<file path="src/rtl/i2s_sample_transmitter.sv">
// i2s_sample_transmitter: serialises a mono 24-bit sample into an I2S stream, sending the same word in the left and right slots.
// Latency: a sample accepted before frame boundary N has its MSB on sdata one bclk falling edge after boundary N.
// Backpressure: sample_ready is low while the one-entry holding register is full, and it clears at each frame boundary.
// Ports: clk/reset (sync, active-high); sample_in/sample_valid/sample_ready input handshake;
//        mute (sampled at frame boundaries); bclk/lrclk/sdata I2S outputs; frame_start/underrun status pulses.
module i2s_sample_transmitter #(
  parameter int BCLK_DIV      = 8,
  parameter bit OFFSET_BINARY = 1'b1
) (
  input  logic        clk,
  input  logic        reset,
  input  logic [23:0] sample_in,
  input  logic        sample_valid,
  output logic        sample_ready,
  input  logic        mute,
  output logic        bclk,
  output logic        lrclk,
  output logic        sdata,
  output logic        frame_start,
  output logic        underrun
);

  localparam int          DIV_W    = (BCLK_DIV > 1) ? $clog2(BCLK_DIV) : 1;
  localparam logic [23:0] MIDSCALE = OFFSET_BINARY ? 24'h800000 : 24'h000000;

  typedef enum logic [1:0] {IDLE, LEFT, RIGHT} state_t;

  state_t             state_q;
  logic [DIV_W-1:0]   div_cnt_q, div_cnt_d;
  logic [5:0]         bit_cnt_q, bit_cnt_d;
  logic               bclk_q, lrclk_q, sdata_q, sdata_d;
  logic               frame_start_q, underrun_q;
  logic [23:0]        hold_q, last_sample_q, tx_word_q;
  logic               hold_full_q;
  logic               div_wrap, fall, boundary, accept;
  logic [4:0]         bit_idx;

  // Signed conversion: flipping the MSB maps offset-binary midscale onto zero.
  function automatic logic [23:0] conv(input logic [23:0] s);
    if (OFFSET_BINARY) return {~s[23], s[22:0]};
    else               return s;
  endfunction

  always_comb begin
    div_wrap  = (div_cnt_q == DIV_W'(BCLK_DIV - 1));
    div_cnt_d = div_wrap ? '0 : div_cnt_q + 1'b1;
    fall      = div_wrap & bclk_q;
    bit_cnt_d = bit_cnt_q + 6'd1;
    boundary  = fall & (bit_cnt_q == 6'd63);
    accept    = sample_valid & ~hold_full_q;
    // Left slots 1..24 and right slots 33..56 share the same low 5 bits,
    // so one index serves both halves of the frame.
    bit_idx   = 5'd24 - bit_cnt_d[4:0];
    sdata_d   = 1'b0;
    if (bit_cnt_d[4:0] >= 5'd1 && bit_cnt_d[4:0] <= 5'd24)
      sdata_d = tx_word_q[bit_idx];
  end

  always_ff @(posedge clk) begin
    if (reset) begin
      state_q       <= IDLE;
      div_cnt_q     <= '0;
      bit_cnt_q     <= 6'd63;
      bclk_q        <= 1'b0;
      lrclk_q       <= 1'b0;
      sdata_q       <= 1'b0;
      frame_start_q <= 1'b0;
      underrun_q    <= 1'b0;
      hold_q        <= '0;
      hold_full_q   <= 1'b0;
      last_sample_q <= MIDSCALE;
      tx_word_q     <= '0;
    end else begin
      div_cnt_q     <= div_cnt_d;
      if (div_wrap) bclk_q <= ~bclk_q;
      frame_start_q <= boundary;
      underrun_q    <= boundary & ~hold_full_q & (state_q != IDLE);

      if (fall) begin
        bit_cnt_q <= bit_cnt_d;
        lrclk_q   <= bit_cnt_d[5];
        sdata_q   <= sdata_d;
      end

      // accept only fires with the holding register empty, and the boundary
      // only clears it when full, so the two never fight over hold_full_q.
      if (accept) begin
        hold_q      <= sample_in;
        hold_full_q <= 1'b1;
      end

      if (boundary) begin
        if (hold_full_q) begin
          last_sample_q <= hold_q;
          hold_full_q   <= 1'b0;
          tx_word_q     <= mute ? 24'h0 : conv(hold_q);
          state_q       <= LEFT;
        end else begin
          tx_word_q <= (mute || state_q == IDLE) ? 24'h0 : conv(last_sample_q);
          if (state_q == RIGHT) state_q <= LEFT;
        end
      end else if (fall && bit_cnt_d == 6'd32 && state_q == LEFT) begin
        state_q <= RIGHT;
      end
    end
  end

  assign sample_ready = ~hold_full_q;
  assign bclk         = bclk_q;
  assign lrclk        = lrclk_q;
  assign sdata        = sdata_q;
  assign frame_start  = frame_start_q;
  assign underrun     = underrun_q;

endmodule

</file>
<file path="config.mk">
export PLATFORM = sky130hd
export DESIGN_NAME = i2s_sample_transmitter
export DESIGN_NICKNAME = d
export VERILOG_FILES = /design/src/rtl/i2s_sample_transmitter.sv
export SDC_FILE = /design/constraint.sdc
export NUM_CORES = 1
export LEC_CHECK = 0
export ABC_AREA = 1
export CAP_MARGIN = 25
export CORE_MARGIN = 2
export CORE_UTILIZATION = 50
export CTS_CLUSTER_SIZE = 8
export DETAILED_ROUTE_END_ITERATION = 8
export HOLD_SLACK_MARGIN = 0.05
export PLACE_DENSITY = 0.73
export SYNTH_ARGS = -nofsm -noshare
export SYNTH_HDL_FRONTEND = slang
export SYNTH_SLANG_ARGS = --single-unit
</file>
<file path="constraint.sdc">
create_clock -name clk -period 1.59 [get_ports clk]
set_input_delay 0.477 -clock clk [delete_from_list [all_inputs] [get_ports clk]]
set_output_delay 0.477 -clock clk [all_outputs]
set_load 0.03 [all_outputs]
</file>
==> results.md <==
- Register bit count reported by yosys: 89
- Final setup fails: 50
- Data required, critical path: 1.83 ns
- Pin count of the biggest net entering global routing: 35
- Post-synthesis sequential area ratio: 46.4%
- WS Path Type: flop to flop
- TritonCTS clock tree: done
- Worst setup EP type: flop
- Row count: 31
- Clock sinks: 89
- Fin. Hold Viols: 0
- Slew Limit Fails: 0
- Post-Route Skew: 0.0115 ns
- ANT nets after route: 0
- # fillers: 603
- Via Count: 3763
- Avg Inst Size Synth: 7.19 µm²
- Worst hold path type: flop to flop
- HPWL Detailed: 6160 µm
- Root Buffer: clkbuf_8
- Lkg Pwr: 0.00195 µW
- Iter 0 DRT Violations: 277
- Vias in the first global route: 3555
- Commonest non-fill, non-tap cell in the layout: nand2_1
- Routed wire length per instance: 14.1 µm
- Outcome: finished with violations
- Yosys top cell area share: 46.4%
- Routability congestion estimate: 0.880
- Commonest cells after routing, fill and taps aside: nand2_1, dfxtp_1, nor2_1
- Initial core utilization: 52.4%
- Async S/R FF share, synth: 0%
- TritonRoute pass-1 iters: 6
- Placed Area: 0.00449 mm²
- Hold buffers post-CTS: 0
- Leading area contributor after synthesis: dfxtp_1
- Max Fanout on Critical Path: 6
- Final instance area: 0.00505 mm²
- Seq. cell area: 0.00179 mm²
- Via density: 5.44
- CP top delay family: simple AND/OR/NAND/NOR gates
- Initial antenna violation count: 0
- Port Buffers: 33
- Max Root-Sink Buffers: 2
- Total Neg Setup Slack: -4.15 ns
- Final WS setup: -0.174 ns
- Largest cells by area after synthesis: dfxtp_1, nand2_1, nand3_1
- IO Count: 34
- CTS clk-pin slew, worst paths: 0.09 ns
- Grt ovf: 0
- WP data arrival: 2.00 ns
- Final period util: 111%
- Pwr/cell area: 880 mW/mm²
- Multi-input logic area: 0.00200 mm²
- Total global-route track usage: 23.4%
- Drc violations: 0
- Layout cell share with drive strength beyond 1: 22.8%
- Failing checks: setup timing
- Normalized max-slew margin: 73.6%
- Fmax: 0.567 GHz
- Synth warn: 0
- Worst path bufs/invs: 3
- Mapped Cells: 534
- First-pass GRT wire length: 16000 µm
- CTS buffer count: 9
- Core Area: 0.00733 mm²
- Critical path launch point type: flop
- Fin nets: 620
- Clock latency on the worst-skew pair: 0.36 ns
- N_diodes: 0
- Crit path largest cell delay: 0.36 ns
- Max_cap viols: 0
- Worst Max-Slew Pin Slew: 0.396 ns
- Distinct cells, synth: 26
- Post-Route WL: 9720 µm
- Crit-path slowest cell: dfxtp_2
- Peak VDD IR: 0.000587 V
- Die Area: 0.00839 mm²
- Min Tclk post-route: 1.76 ns
- RSZ-0062 raised after global routing: true
- Cells after DPL: 667
- Top_reg_cell synth: dfxtp_1
- Synth Cell Area: 0.00384 mm²
- Worst path cell trace: ha_4, ha_4, nand2_4, nor3_4, nand2_4, nor2_4, buf_12, buf_12, clkinv_16, nand2_1, a21oi_2
- Die span in x: 91.6 µm
- Final Non-Filler Cells: 692
- Util after Layout: 69.0%
- Number of synthesized flops with an enable pin: 0
- Area Growth Syn to Fin: 31.7%
- H-tree Lvls: 3
- Net Count, Synth: 566
- Die height: 91.6 µm
- Setup WS pre-CTS: -0.151 ns
==> layer usage <==
| metal | part of all wire (%) | vias up | routed length [µm] | track usage, % |
|---|---|---|---|---|
| li1 | - | 1855 | - | - |
| met1 | 43 | 1746 | 4180 | 30.8 |
| met2 | 49 | 131 | 4780 | 37.5 |
| met3 | 5.4 | 31 | 524 | 5.34 |
| met4 | 2.4 | 0 | 236 | 8.71 |
| met5 | 0 | - | 0 | 0 |
==> power breakdown <==
| part | leakage [µW] | switching [µW] | internal [µW] | total, µW |
|---|---|---|---|---|
| Combinational | 0.00112 | 294 | 226 | 520 |
| Clock | 0.000106 | 904 | 668 | 1570 |
| Sequential | 0.000724 | 66.1 | 2290 | 2350 |
==> logic make-up after synthesis <==
kind of cell    synth area share (%)
simple gates                    31.1
fa+ha+maj                       1.30
flops                           46.4
xor+xnor                       0.228
compound gates                  13.3
buf+inv                         7.66
==> cell usage after synthesis, drive strengths merged, types with 2 or more instances <==
cell	n
dfxtp	89
a21oi	29
nand4	4
a22oi	2
or2	3
nand2	142
nor3	2
ha	4
clkbuf	18
a31oi	24
inv	39
buf	11
nor2	76
nand3	56
o21ai	31
==> path summary, 6_finish.rpt <==
kind | from | endpoint | slack (ns) | depth (start not counted)
setup / recovery | div_cnt_q[1] | last_sample_q[14] | -0.17 | 11
hold / removal | div_cnt_q[0] | div_cnt_q[0] | 0.43 | 1
setup reg to reg | div_cnt_q[1] | last_sample_q[14] | -0.17 | 11
hold reg to reg | div_cnt_q[0] | div_cnt_q[0] | 0.43 | 1
==> state kept, by name, summed over array words and instances, names as in the netlist <==
| signal | count |
|---|---|
| frame_start | 1 |
| hold_full_q | 1 |
| tx_word_q | 24 |
| div_cnt_q | 3 |
| bit_cnt_q | 6 |
| last_sample_q | 24 |
| hold_q | 24 |
| lrclk | 1 |
| underrun | 1 |
| state_q | 2 |
| sdata | 1 |
| bclk | 1 |
==> worst reg2reg max path, cell delays in order, from the launching register on <==
cell and delay (ns):
dfxtp_2 0.36, ha_4 0.14, ha_4 0.14, nand2_4 0.06, nor3_4 0.18, nand2_4 0.10
nor2_4 0.11, buf_12 0.15, buf_12 0.16, clkinv_16 0.07, nand2_1 0.09, a21oi_2 0.07
==> final cells by class <==
class                           instances  area share (%)
Clock buffer                           10            2.72
Clock inverter                          6            1.34
Inverter                               39            3.42
Multi-Input combinational cell        377            39.6
Sequential cell                        89            35.4
Tap cell                               99            2.45
Timing Repair Buffer                   70            14.6
Timing Repair inverter                  2           0.446
==> timing repair <==
| action | 4_1_cts | 5_1_grt |
|---|---|---|
| pin swaps | 2 | 4 |
| endpoints found under the hold margin | 0 | 0 |
| endpoints found under the setup margin | 56 | 55 |
| resized for setup | 18 | 55 |
| setup buffers | 3 | 1 |
| cloned | 2 | 3 |
==> per-stage QoR <==
step,power [µW],hold WS [ns]
2_1_floorplan,2680,0.405
4_1_cts,4440,0.437
5_1_grt,4660,0.452
6_report,4450,0.432
3_5_place_dp,2890,0.422
3_3_place_gp,2870,0.412
Note: power is estimated with default switching activity, not from simulation.
==> RTL edit 1 (config.mk and constraints unchanged) <==
Encoding of `state_t`: now one-hot (3 bits for 3 states).
--- a/src/rtl/i2s_sample_transmitter.sv
+++ b/src/rtl/i2s_sample_transmitter.sv
@@ -25,3 +25,3 @@
 
-  typedef enum logic [1:0] {IDLE, LEFT, RIGHT} state_t;
+  typedef enum logic [2:0] {IDLE = 3'b001, LEFT = 3'b010, RIGHT = 3'b100} state_t;
 
Formal check against the unedited RTL: no difference found for any inputs over 10 cycles, from zero or initial values and one cycle with reset high; not proved beyond that.
==> RTL edit 1 against the unedited design <==
Routed wire length grew 24%. The flow still finishes with violations (setup timing). Power shrank 1.4%. Clock power fell by 8%. Critical path type unchanged. Utilization increased by 5.7 points. Setup slack got worse by 54 ps. Sequential cell count is 1 higher. Area after synthesis shrank 0.29%. Non-clock buffer count grew 22. First-iteration DRC count up 38%. Cell area grew 8.2%.
==> RTL edit 1: results (changes against the unedited design) <==
- Finish-stage setup viols: 54 (+8.0%)
- Worst min path class: primary input to flip-flop
- CP peak stage delay: 380 ps (+20 ps)
- Post-synthesis sequential area ratio: 0.471 (+0.00660)
- Clock network power: 1.45 mW (-8%)
- Pre-antenna DRT Iters: 5 (-1)
- Gpl congestion: 0.887 (+0.81%)
- Post-Route Setup TNS: -6640 ps (-2490 ps)
- Worst VDD drop: 0.000652 V (+11%)
- Slew HR: 0.780 (+0.0435)
- Clk_skew: 10.1 ps (-1.40 ps)
- Syn Area/Cell: 7.28 µm² (+1.2%)
- Peak fanout along the critical path: 5 (-1)
- Dominant cells by area after synthesis: dfxtp_1, nand2_1, nor2_1, nand3_1, o21ai_0
- CP max stage cell: dfxtp_4
- Ys async rst share: 0 (unchanged)
- First-pass GRT wire length: 16.8 mm (+4.6%)
- Vias per cell: 5.78 (+6.3%)
- Switching Share: 0.285 (+0.000554)
- Initial DRC Count: 382 (+38%)
- Dpl hpwl: 6.16 mm (about the same)
- CP startpoint: bit_cnt_q[1]$_SDFFE_PP1P_
- XOR/XNOR share of the synthesized area: 0.00686 (+0.00458)
- Pleak: 2.17 nW (+11%)
- CTS root buf: clkbuf_8
- Pin count of the biggest net entering global routing: 29 (-17%)
- Status: finished with violations
- Number of global-route vias before repair: 3,574 (+0.53%)
- P_comb: 0.563 mW (+8.3%)
- Failing checks: setup timing
- WP data arrival: 2090 ps (+90 ps)
- Compound-gate portion of the synthesized area: 0.140 (+0.00726)
- Pwr dens: 801 nW/µm² (-8.9%)
- # nets final: 632 (+1.9%)
- Crit path to: tx_word_q[14]$_SDFFE_PP0N_
- Commonest cells in the netlist: nand2_1, dfxtp_1, nor2_1
- GRT Total Usage: 0.250 (+0.0166)
- Final std cells w/o fill: 704 (+1.7%)
- Post-Synth Adder-Cell Area: 0.0131 (+0.0000384)
- Net Count, Synth: 558 (-1.4%)
- Worst hold stages: 2 (+1)
- Final hold slack: 394 ps (-38.7 ps)
- Layout cells sized above 1: 0.296 (+0.0682)
- Hold_sp: reset
- Placed Instances: 663 (-0.60%)
- Final worst slack: -227 ps (-53.6 ps)
- Post-cts repair resize count: 43 (+25)
- R2R cell count: 10 (-1)
- Hold worst-path end: frame_start$_SDFF_PP0_
[RTL edit 1: changes by cell type in the layout (fill, tap and decap cells not counted), moves of 5 or more]
cell,delta
nand3_1,-7
nand2_1,-23
buf_6,+6
nand2_4,+6
inv_8,-5
inv_1,-12
buf_4,+8
[RTL edit 1: per-stage QoR]
step	setup WS, ps	instance area (µm²)
6_report	-227	5470
3_3_place_gp	-40.0	4460
5_1_grt	-262	5470
4_1_cts	-84.0	4960
2_1_floorplan	5.21	3860
3_5_place_dp	-91.7	4460
[RTL edit 1: routing by layer]
metal	global-route usage	share of wire	up-vias
met1	0.313	0.39	1867
met4	0.130	0.063	0
met3	0.0398	0.079	64
li1	-	-	1891
met5	0	0	-
met2	0.415	0.47	249
[RTL edit 1: final cells by class]
cell class / count / area (µm²)
Tap cell: 99 / 124
Clock buffer: 9 / 124
Multi-Input combinational cell: 374 / 2170
Sequential cell: 90 / 1810
Fill cell: 490 / 1860
Timing Repair Buffer: 92 / 1040
Clock inverter: 7 / 52.6
Inverter: 33 / 146
==> RTL edit 2 (same flow settings) <==
Without the edit above. Set the parameter `BCLK_DIV` to 16 (it was 8).
--- a/src/rtl/i2s_sample_transmitter.sv
+++ b/src/rtl/i2s_sample_transmitter.sv
@@ -6,3 +6,3 @@
 module i2s_sample_transmitter #(
-  parameter int BCLK_DIV      = 8,
+  parameter int BCLK_DIV      = 16,
   parameter bit OFFSET_BINARY = 1'b1
Behaviour: not the same (a bounded check fails within 10 cycles, from zero or initial values and one cycle with reset high).
==> RTL edit 2 against the unedited design <==
The run still ends with setup timing left. Critical path type unchanged. Via count decreased by 0.56%. Area after synthesis decreased by 1.9%. Setup slack improved by 120 ps. Hold slack better by 23 ps. Sequential cell count grew 1. Routed wire length rose by 3.8%. Cell area grew 1.1%. Power grew 0.80%. Largest cell class unchanged. Maximum frequency grew 7.2%. Cell count down 2.6%. Die area decreased by 1.8%.
==> RTL edit 2: results (changes against the unedited design) <==
- Peak fanout along the critical path: 11 (+5)
- Commonest cells in the netlist: nand2_1, dfxtp_1, nor2_1
- # hold bufs at CTS: 0 (unchanged)
- Crit-path leading delay family: buffers and inverters
- Initial antenna violation count: 0 (unchanged)
- Final std cells w/o fill: 674 (-2.6%)
- Post-Synth Adder-Cell Area: 0.00997 (-0.00307)
- Most Crowded Layer GR: met2
- Crit Path Class: flip-flop to flip-flop
- Dominant cells by area after synthesis: dfxtp_1, nand2_1, nand3_1, nor2_1, o21ai_0
- # nets final: 601 (-3.1%)
- Vias per cell: 5.55 (+2.1%)
- Global routing usage on met2: 0.372 (-0.00311)
- CP peak stage delay: 380 ps (+20 ps)
- Ys flop type: dfxtp_1
- CP max stage cell: dfxtp_4
- Post-CTS Setup Inserts: 1 (-2)
- Layout cells sized above 1: 0.237 (+0.00887)
- GRT Total Usage: 0.233 (-0.00127)
- WP data arrival: 1910 ps (-90 ps)
- Clk_skew: 8.61 ps (-2.85 ps)
- XOR/XNOR share of the synthesized area: 0.00698 (+0.00470)
- Status: finished with violations
- Routed WL: 10.1 mm (+3.8%)
- Final worst slack: -55.4 ps (+118 ps)
- Gpl congestion: 0.855 (-2.9%)
- CTS root buf: clkbuf_8
- Post-cts repair resize count: 17 (-1)
- Net Count, Synth: 542 (-4.2%)
- Worst-margin pin slew: 308 ps (-87.6 ps)
- H-tree levels: 3 (unchanged)
- Cell Area, Placed: 4470 µm² (-0.53%)
- Placed Instances: 647 (-3.0%)
- Placement Setup Slack: -149 ps (+2.63 ps)
- Initial DRC Count: 227 (-18%)
- Finish-stage setup viols: 37 (-26%)
- Pin count of the biggest net entering global routing: 30 (-14%)
- Dpl hpwl: 6.16 mm (about the same)
- GRT met1 Usage: 0.312 (+0.00365)
- Pre-antenna DRT Iters: 8 (+2)
- Worst VDD drop: 0.000585 V (-0.33%)
- Syn Area/Cell: 7.37 µm² (+2.5%)
- Compound-gate portion of the synthesized area: 0.145 (+0.0122)
- IO Port Bufs: 33 (unchanged)
- WL met3: 619 µm (+18%)
- Post-Route Setup TNS: -1100 ps (+3050 ps)
- Met3 Use GR: 0.0376 (-0.0158)
- First-pass GRT wire length: 15.5 mm (-3.3%)
- Number of global-route vias before repair: 3,328 (-6.4%)
- Failing checks: setup timing
- Met2 WL post-DR: 4.85 mm (+1.5%)
- Post-synthesis sequential area ratio: 0.478 (+0.0143)
- Met1 WL: 4.33 mm (+3.5%)
- Pleak: 1.95 nW (+0.21%)
-- RTL edit 2: cell types whose count changed after synthesis, sizes merged, moves of 3 or more --
| cell | unedited run | this run |
|---|---|---|
| clkbuf | 18 | 21 |
| nand2 | 142 | 113 |
| inv | 39 | 28 |
| o22ai | 1 | 5 |
| nand3 | 56 | 59 |
| o21ai | 31 | 34 |
-- RTL edit 2: area by class of cell --
| cell class | count | area, µm² |
|---|---|---|
| fill | 601 | 2180 |
| multi-input combinational | 363 | 1990 |
| sequential | 90 | 1820 |
| timing repair buffer | 78 | 873 |
| clock buffer | 11 | 141 |
| tap | 99 | 124 |
| inverter | 28 | 108 |
| clock inverter | 5 | 62.6 |
-- RTL edit 2: report_power, final --
part	internal, mW	switching [mW]	total, mW
Clock	0.778	0.820	1.60
Sequential	2.31	0.0593	2.37
Combinational	0.235	0.280	0.515
Total	3.32	1.16	4.48
-- RTL edit 2: final timing paths --
check | start | to | slack (ps) | cells after the start
max | bit_cnt_q[1]$_SDFFE_PP1P_ | last_sample_q[16]$_SDFFE_PP0P_ | -60 | 10
min | sdata$_SDFFE_PP0P_ | sdata$_SDFFE_PP0P_ | 450 | 2
max reg2reg | bit_cnt_q[1]$_SDFFE_PP1P_ | last_sample_q[16]$_SDFFE_PP0P_ | -60 | 10
min reg2reg | sdata$_SDFFE_PP0P_ | sdata$_SDFFE_PP0P_ | 450 | 2
-- RTL edit 2: cells by family after synthesis --
kind of cell / Yosys count
AND/OR/NAND/NOR: 258
AO/OA/AOI/OAI: 99
flip-flops: 90
buffers and inverters: 58
XOR/XNOR: 3
adder cells (fa/ha/maj): 3
